## src/rtl/ctrl_seq.sv

```systemverilog
// ctrl_seq: multi-cycle control sequencer for the rysyCore datapath.
// Owns every time-dependent control: PC/instruction muxing, register write,
// the handshaked data-memory port, post-redirect flush bubbles and the
// memory-timeout trap. Outputs are Mealy (state, counters and inputs).
module ctrl_seq #(
  parameter int unsigned FLUSH_CYCLES = 1,
  parameter int unsigned TIMEOUT      = 0
) (
  input  logic       clk,
  input  logic       rst,
  input  logic [6:0] opcode,
  input  logic       b,
  input  logic       dmem_gnt,
  input  logic       dmem_rvalid,
  output logic       dmem_req,
  output logic       dmem_we,
  output logic [1:0] pc_sel,
  output logic       mem_sel,
  output logic [1:0] inst_sel,
  output logic       reg_wr,
  output logic       stall,
  output logic       retire,
  output logic       fault
);

  // Opcode classes.
  localparam logic [6:0] OpOp     = 7'b0110011;
  localparam logic [6:0] OpOpImm  = 7'b0010011;
  localparam logic [6:0] OpLui    = 7'b0110111;
  localparam logic [6:0] OpAuipc  = 7'b0010111;
  localparam logic [6:0] OpBranch = 7'b1100011;
  localparam logic [6:0] OpJal    = 7'b1101111;
  localparam logic [6:0] OpJalr   = 7'b1100111;
  localparam logic [6:0] OpLoad   = 7'b0000011;
  localparam logic [6:0] OpStore  = 7'b0100011;

  // Mux encodings (PC_M4 = 2'd3 exists but is never selected here).
  localparam logic [1:0] PcP4    = 2'd0;
  localparam logic [1:0] PcAlu   = 2'd1;
  localparam logic [1:0] PcOld   = 2'd2;
  localparam logic       MemPc   = 1'b0;
  localparam logic       MemAlu  = 1'b1;
  localparam logic [1:0] InstMem = 2'd0;
  localparam logic [1:0] InstOld = 2'd1;
  localparam logic [1:0] InstNop = 2'd2;

  localparam int unsigned TmoW = ($clog2(TIMEOUT + 1) > 1) ? $clog2(TIMEOUT + 1) : 1;
  localparam logic [TmoW-1:0] TmoMax    = {TmoW{1'b1}};
  localparam logic [2:0]      FlushInit = 3'(FLUSH_CYCLES - 1);

  typedef enum logic [2:0] {StRun, StDreq, StDwait, StFlush, StFault} state_e;

  state_e          state_q, state_d;
  logic [2:0]      flush_q, flush_d;
  logic [TmoW-1:0] tmo_q, tmo_d;
  logic            we_q, we_d;   // access is a store; keeps dmem_we stable until gnt

  logic [TmoW-1:0] tmo_inc;
  logic            tmo_hit;

  // Saturating access-age counter and the timeout condition for this cycle.
  always_comb begin
    tmo_inc = (tmo_q == TmoMax) ? tmo_q : tmo_q + 1'b1;
    tmo_hit = (TIMEOUT != 0) && (32'(tmo_inc) >= TIMEOUT);
  end

  // Next-state and Mealy output decode; rst forces the post-reset NOP.
  always_comb begin
    state_d  = state_q;
    flush_d  = flush_q;
    tmo_d    = tmo_q;
    we_d     = we_q;
    dmem_req = 1'b0;
    dmem_we  = 1'b0;
    pc_sel   = PcP4;
    mem_sel  = MemPc;
    inst_sel = InstNop;
    reg_wr   = 1'b0;
    stall    = 1'b0;
    retire   = 1'b0;
    fault    = 1'b0;

    if (rst) begin
      state_d = StFlush;
      flush_d = 3'd0;
      tmo_d   = '0;
      we_d    = 1'b0;
    end else begin
      case (state_q)
        StRun: begin
          case (opcode)
            OpOp, OpOpImm, OpLui, OpAuipc: begin
              reg_wr   = 1'b1;
              inst_sel = InstMem;
              retire   = 1'b1;
            end
            OpBranch, OpJal, OpJalr: begin
              if (opcode != OpBranch || b) begin
                reg_wr   = (opcode != OpBranch);
                pc_sel   = PcAlu;
                inst_sel = InstNop;
                retire   = 1'b1;
                flush_d  = FlushInit;
                state_d  = StFlush;
              end else begin
                inst_sel = InstMem;
                retire   = 1'b1;
              end
            end
            OpLoad, OpStore: begin
              dmem_req = 1'b1;
              dmem_we  = (opcode == OpStore);
              mem_sel  = MemAlu;
              pc_sel   = PcOld;
              inst_sel = InstOld;
              we_d     = (opcode == OpStore);
              tmo_d    = '0;
              state_d  = dmem_gnt ? StDwait : StDreq;
            end
            default: begin
              inst_sel = InstMem;
              retire   = 1'b1;
            end
          endcase
        end
        StDreq: begin
          dmem_req = 1'b1;
          dmem_we  = we_q;
          mem_sel  = MemAlu;
          pc_sel   = PcOld;
          inst_sel = InstOld;
          stall    = 1'b1;
          tmo_d    = tmo_inc;
          if (tmo_hit)       state_d = StFault;
          else if (dmem_gnt) state_d = StDwait;
        end
        StDwait: begin
          mem_sel  = MemAlu;
          pc_sel   = PcOld;
          inst_sel = InstOld;
          stall    = 1'b1;
          tmo_d    = tmo_inc;
          // Completion beats a timeout that lands in the same cycle.
          if (dmem_rvalid) begin
            reg_wr   = ~we_q;
            mem_sel  = MemPc;
            pc_sel   = PcP4;
            inst_sel = InstNop;
            retire   = 1'b1;
            state_d  = StRun;
          end else if (tmo_hit) begin
            state_d = StFault;
          end
        end
        StFlush: begin
          if (flush_q == 3'd0) state_d = StRun;
          else                 flush_d = flush_q - 3'd1;
        end
        StFault: begin
          fault  = 1'b1;
          pc_sel = PcOld;
        end
        default: state_d = StFlush;
      endcase
    end
  end

  // State and counter registers; reset is folded into the next-state logic.
  always_ff @(posedge clk) begin
    state_q <= state_d;
    flush_q <= flush_d;
    tmo_q   <= tmo_d;
    we_q    <= we_d;
  end

endmodule

```

## config.mk

```make
export PLATFORM = sky130hd
export DESIGN_NAME = ctrl_seq
export DESIGN_NICKNAME = d
export VERILOG_FILES = /design/src/rtl/ctrl_seq.sv
export SDC_FILE = /design/constraint.sdc
export NUM_CORES = 1
export LEC_CHECK = 0
export CAP_MARGIN = 25
export CORE_AREA = 2 2 44 46
export DETAILED_ROUTE_END_ITERATION = 8
export DIE_AREA = 0 0 46 48
export PLACE_DENSITY = 0.75
export REMOVE_ABC_BUFFERS = 1
export SLEW_MARGIN = 20
export SYNTH_ARGS = -nofsm -noshare
export SYNTH_HDL_FRONTEND = slang
export SYNTH_SLANG_ARGS = --single-unit
export TNS_END_PERCENT = 1
```

## constraint.sdc

```tcl
create_clock -name clk -period 1.65 [get_ports clk]
set_input_delay 0.2475 -clock clk [delete_from_list [all_inputs] [get_ports clk]]
set_output_delay 0.2475 -clock clk [all_outputs]
set_load 0.05 [all_outputs]
```

==> results.md <==
- PwrDens: 1380 mW/mm2
- FILL cells: 93
- Worst Clk Skew: 2.22 ps
- Die Y: 48 um
- Worst hold margin: 503 ps
- DRT iter0 DRCs: 30
- Layout Nets: 156
- Final Core Density: 0.833
- CP arrival: 1460 ps
- CTS tree: done
- Sequential area share after synthesis: 0.163
- WHS Endpoint: flush_q[1]
- Final period utilization: 1.03
- Worst-path clk slew: 50 ps
- Worst r2r src: state_q[0]
- Number of I/O port buffers: 21
- CP Data Required Time: 1400 ps
- FP Rows: 15
- Power, Total: 1.94 mW
- Status: finished, violations left
- Reg2Reg Depth: 6
- Antenna Nets Post-Route: 0
- DRC: 0
- ANT cells: 0
- Setup slack, reg-to-reg: 50 ps
- Htree depth: 1
- Final Cell Area: 0.00141 mm2
- HP Start: flush_q[1]
- Number of I/O pins: 23
- CTS root buffer: clkbuf_4
- Chip width: 46 um
- Post-Place Cell Area: 0.00118 mm2
- DP HPWL: 1.63 mm
- Worst-Skew Late Latency: 250 ps
- Leak: 0.587 nW
- Initial Util: 0.436
- Routed wire length: 2.63 mm
- Total of max-cap violations: 0
- Crit Path Max Fanout: 4
- Setup TNS: -225 ps
- CP endpoint kind: output port
- # clock sinks: 6
- Cts hold-fix bufs: 0
- GPL Wtd Cong: 0.804
- Non-filler instance count after layout: 153
- CP Class: in2out
- First-pass DRT Iterations: 4
- Longest Clk Path Bufs: 2
- Fmax: 0.586 GHz
- Die area: 0.00221 mm2
- Core area: 0.00169 mm2
- Synth Area per Inst: 8.00 um2
- Vias in the first global route: 865
- Area growth syn-to-layout: 91.3%
- Largest net degree at the start of global routing: 17
- Via count: 913
- CP Launch Type: input port
- Synth Instances: 92
- Synth warnings: 0
- VDD IR max: 1.11 mV
- Routed wire per std cell: 17.2 um
- Critical Path Start: opcode[2]
- Min Tclk post-route: 1710 ps
- Worst hold path class: reg2reg
- Via density: 5.97
- Cells after DPL: 146
- Layout cells sized above 1: 0.574
- Final hold viol count: 0
- Overall routing resource usage: 0.227
- Post-Synthesis Cell Area: 736 um2
- Num CTS Buffers: 3
- Failing checks: setup timing
- Hold depth: 2
- Final setup margin: -57.1 ps
- Unrepaired setup endpoints after global routing: true
- Yosys reg bits: 6
- RR Endpoint: state_q[0]
- # setup viols final: 7
- Synth cell types: 37
- Max Slew Vio Count: 0
- First-pass GRT wire length: 3.64 mm
- Remaining global-route overflow: 0
- Dpl ws: -383 ps
- Initial antenna violation count: 0
## routing by layer
| layer | vias to the layer above | track usage | wire [um] |
|---|---|---|---|
| met5 | - | 0 | 0 |
| met4 | 0 | 0.0971 | 46 |
| met3 | 10 | 0.0189 | 147 |
| met2 | 47 | 0.442 | 1470 |
| met1 | 440 | 0.250 | 971 |
| li1 | 416 | - | - |
## flip-flops by register name, summed over array words and instances, names as in the netlist
name     flops
flush_q      3
state_q      2
we_q         1
## placed cells by master (no fill, tap or decap), drive strengths merged, types with 2 or more instances in the layout
| cell | synthesis | final |
|---|---|---|
| and2b | 2 | 2 |
| o21ai | 2 | 2 |
| nor2b | 3 | 3 |
| clkdlybuf4s50 | 0 | 3 |
| ha | 6 | 6 |
| clkdlybuf4s15 | 0 | 2 |
| dfxtp | 6 | 6 |
| o31ai | 2 | 2 |
| clkbuf | 0 | 5 |
| a311o | 2 | 2 |
| or3b | 2 | 2 |
| nand2 | 9 | 9 |
| mux2i | 2 | 2 |
| a21oi | 3 | 3 |
| o2111ai | 2 | 2 |
| nand3 | 5 | 5 |
| nand2b | 4 | 4 |
| dlygate4sd2 | 0 | 4 |
| inv | 9 | 9 |
| buf | 6 | 36 |
| nand3b | 2 | 2 |
| a21boi | 2 | 2 |
| nor2 | 8 | 8 |
## layout make-up
type | instances | area (um2) | share of cell area
clock buffers | 3 | 22.5 | 0.0160
inverters | 9 | 41.3 | 0.0293
multi-input cells | 71 | 672 | 0.477
flip-flops and latches | 6 | 128 | 0.0907
well taps | 17 | 21.3 | 0.0151
repair buffers | 47 | 523 | 0.372
## worst max-delay path, stage by stage
cell	delay [ps]
dlygate4sd2_1	270
and3b_1	250
and2_4	200
a21oi_4	80
a21boi_2	150
buf_6	130
buf_12	130
## how the worst max path moves through the flow
stage / endpoint / slack [ps]
2_1_floorplan: inst_sel[0] / -1670
3_3_place_gp: pc_sel[1] / -400
3_5_place_dp: pc_sel[1] / -380
4_1_cts: reg_wr / -40
5_1_grt: pc_sel[1] / -90
6_report: pc_sel[1] / -60
## kinds of logic after synthesis
group,synth area share
AOI/OAI and AO/OA,0.255
adders and majority gates,0.102
buffers and inverters,0.122
DFF,0.163
muxes,0.0272
other,0.00510
and+or+nand+nor,0.325
## power breakdown
group	internal (mW)	switching, mW
Sequential	0.214	0.0510
Clock	0.0823	0.0541
Combinational	0.775	0.761
Total	1.07	0.866
## Yosys cell counts, drive strengths merged
cell / n / area [um2]
nor2b: 3 / 18.8
nor3b: 1 / 7.51
nor3: 1 / 5.00
a31oi: 1 / 6.26
nor2: 8 / 30.0
a21boi: 2 / 15.0
and3: 1 / 6.26
or3b: 2 / 17.5
mux2i: 2 / 20.0
a222oi: 1 / 10.0
o21ba: 1 / 10.0
a41oi: 1 / 8.76
conb: 1 / 3.75
and4b: 1 / 11.3
nand2b: 4 / 25.0
a2111oi: 1 / 27.5
a211oi: 1 / 7.51
and2: 1 / 7.51
nand3b: 2 / 27.5
o31ai: 2 / 15.0
and3b: 1 / 8.76
dfxtp: 6 / 120
inv: 9 / 33.8
o41ai: 1 / 16.3
a21oi: 3 / 15.0
a311o: 2 / 20.0
ha: 6 / 75.1
o2111ai: 2 / 17.5
a31o: 1 / 8.76
o21ai: 2 / 10.0
and2b: 2 / 15.0
nand3: 5 / 25.0
buf: 6 / 56.3
nand2: 9 / 33.8
## what timing repair did
action | CTS | global route
pin swaps | 9 | 11
cloned | 0 | 0
setup endpoints to repair | 11 | 11
buffers inserted | 1 | 3
gates resized for setup | 43 | 27
Power figures use the tool's default switching activity.
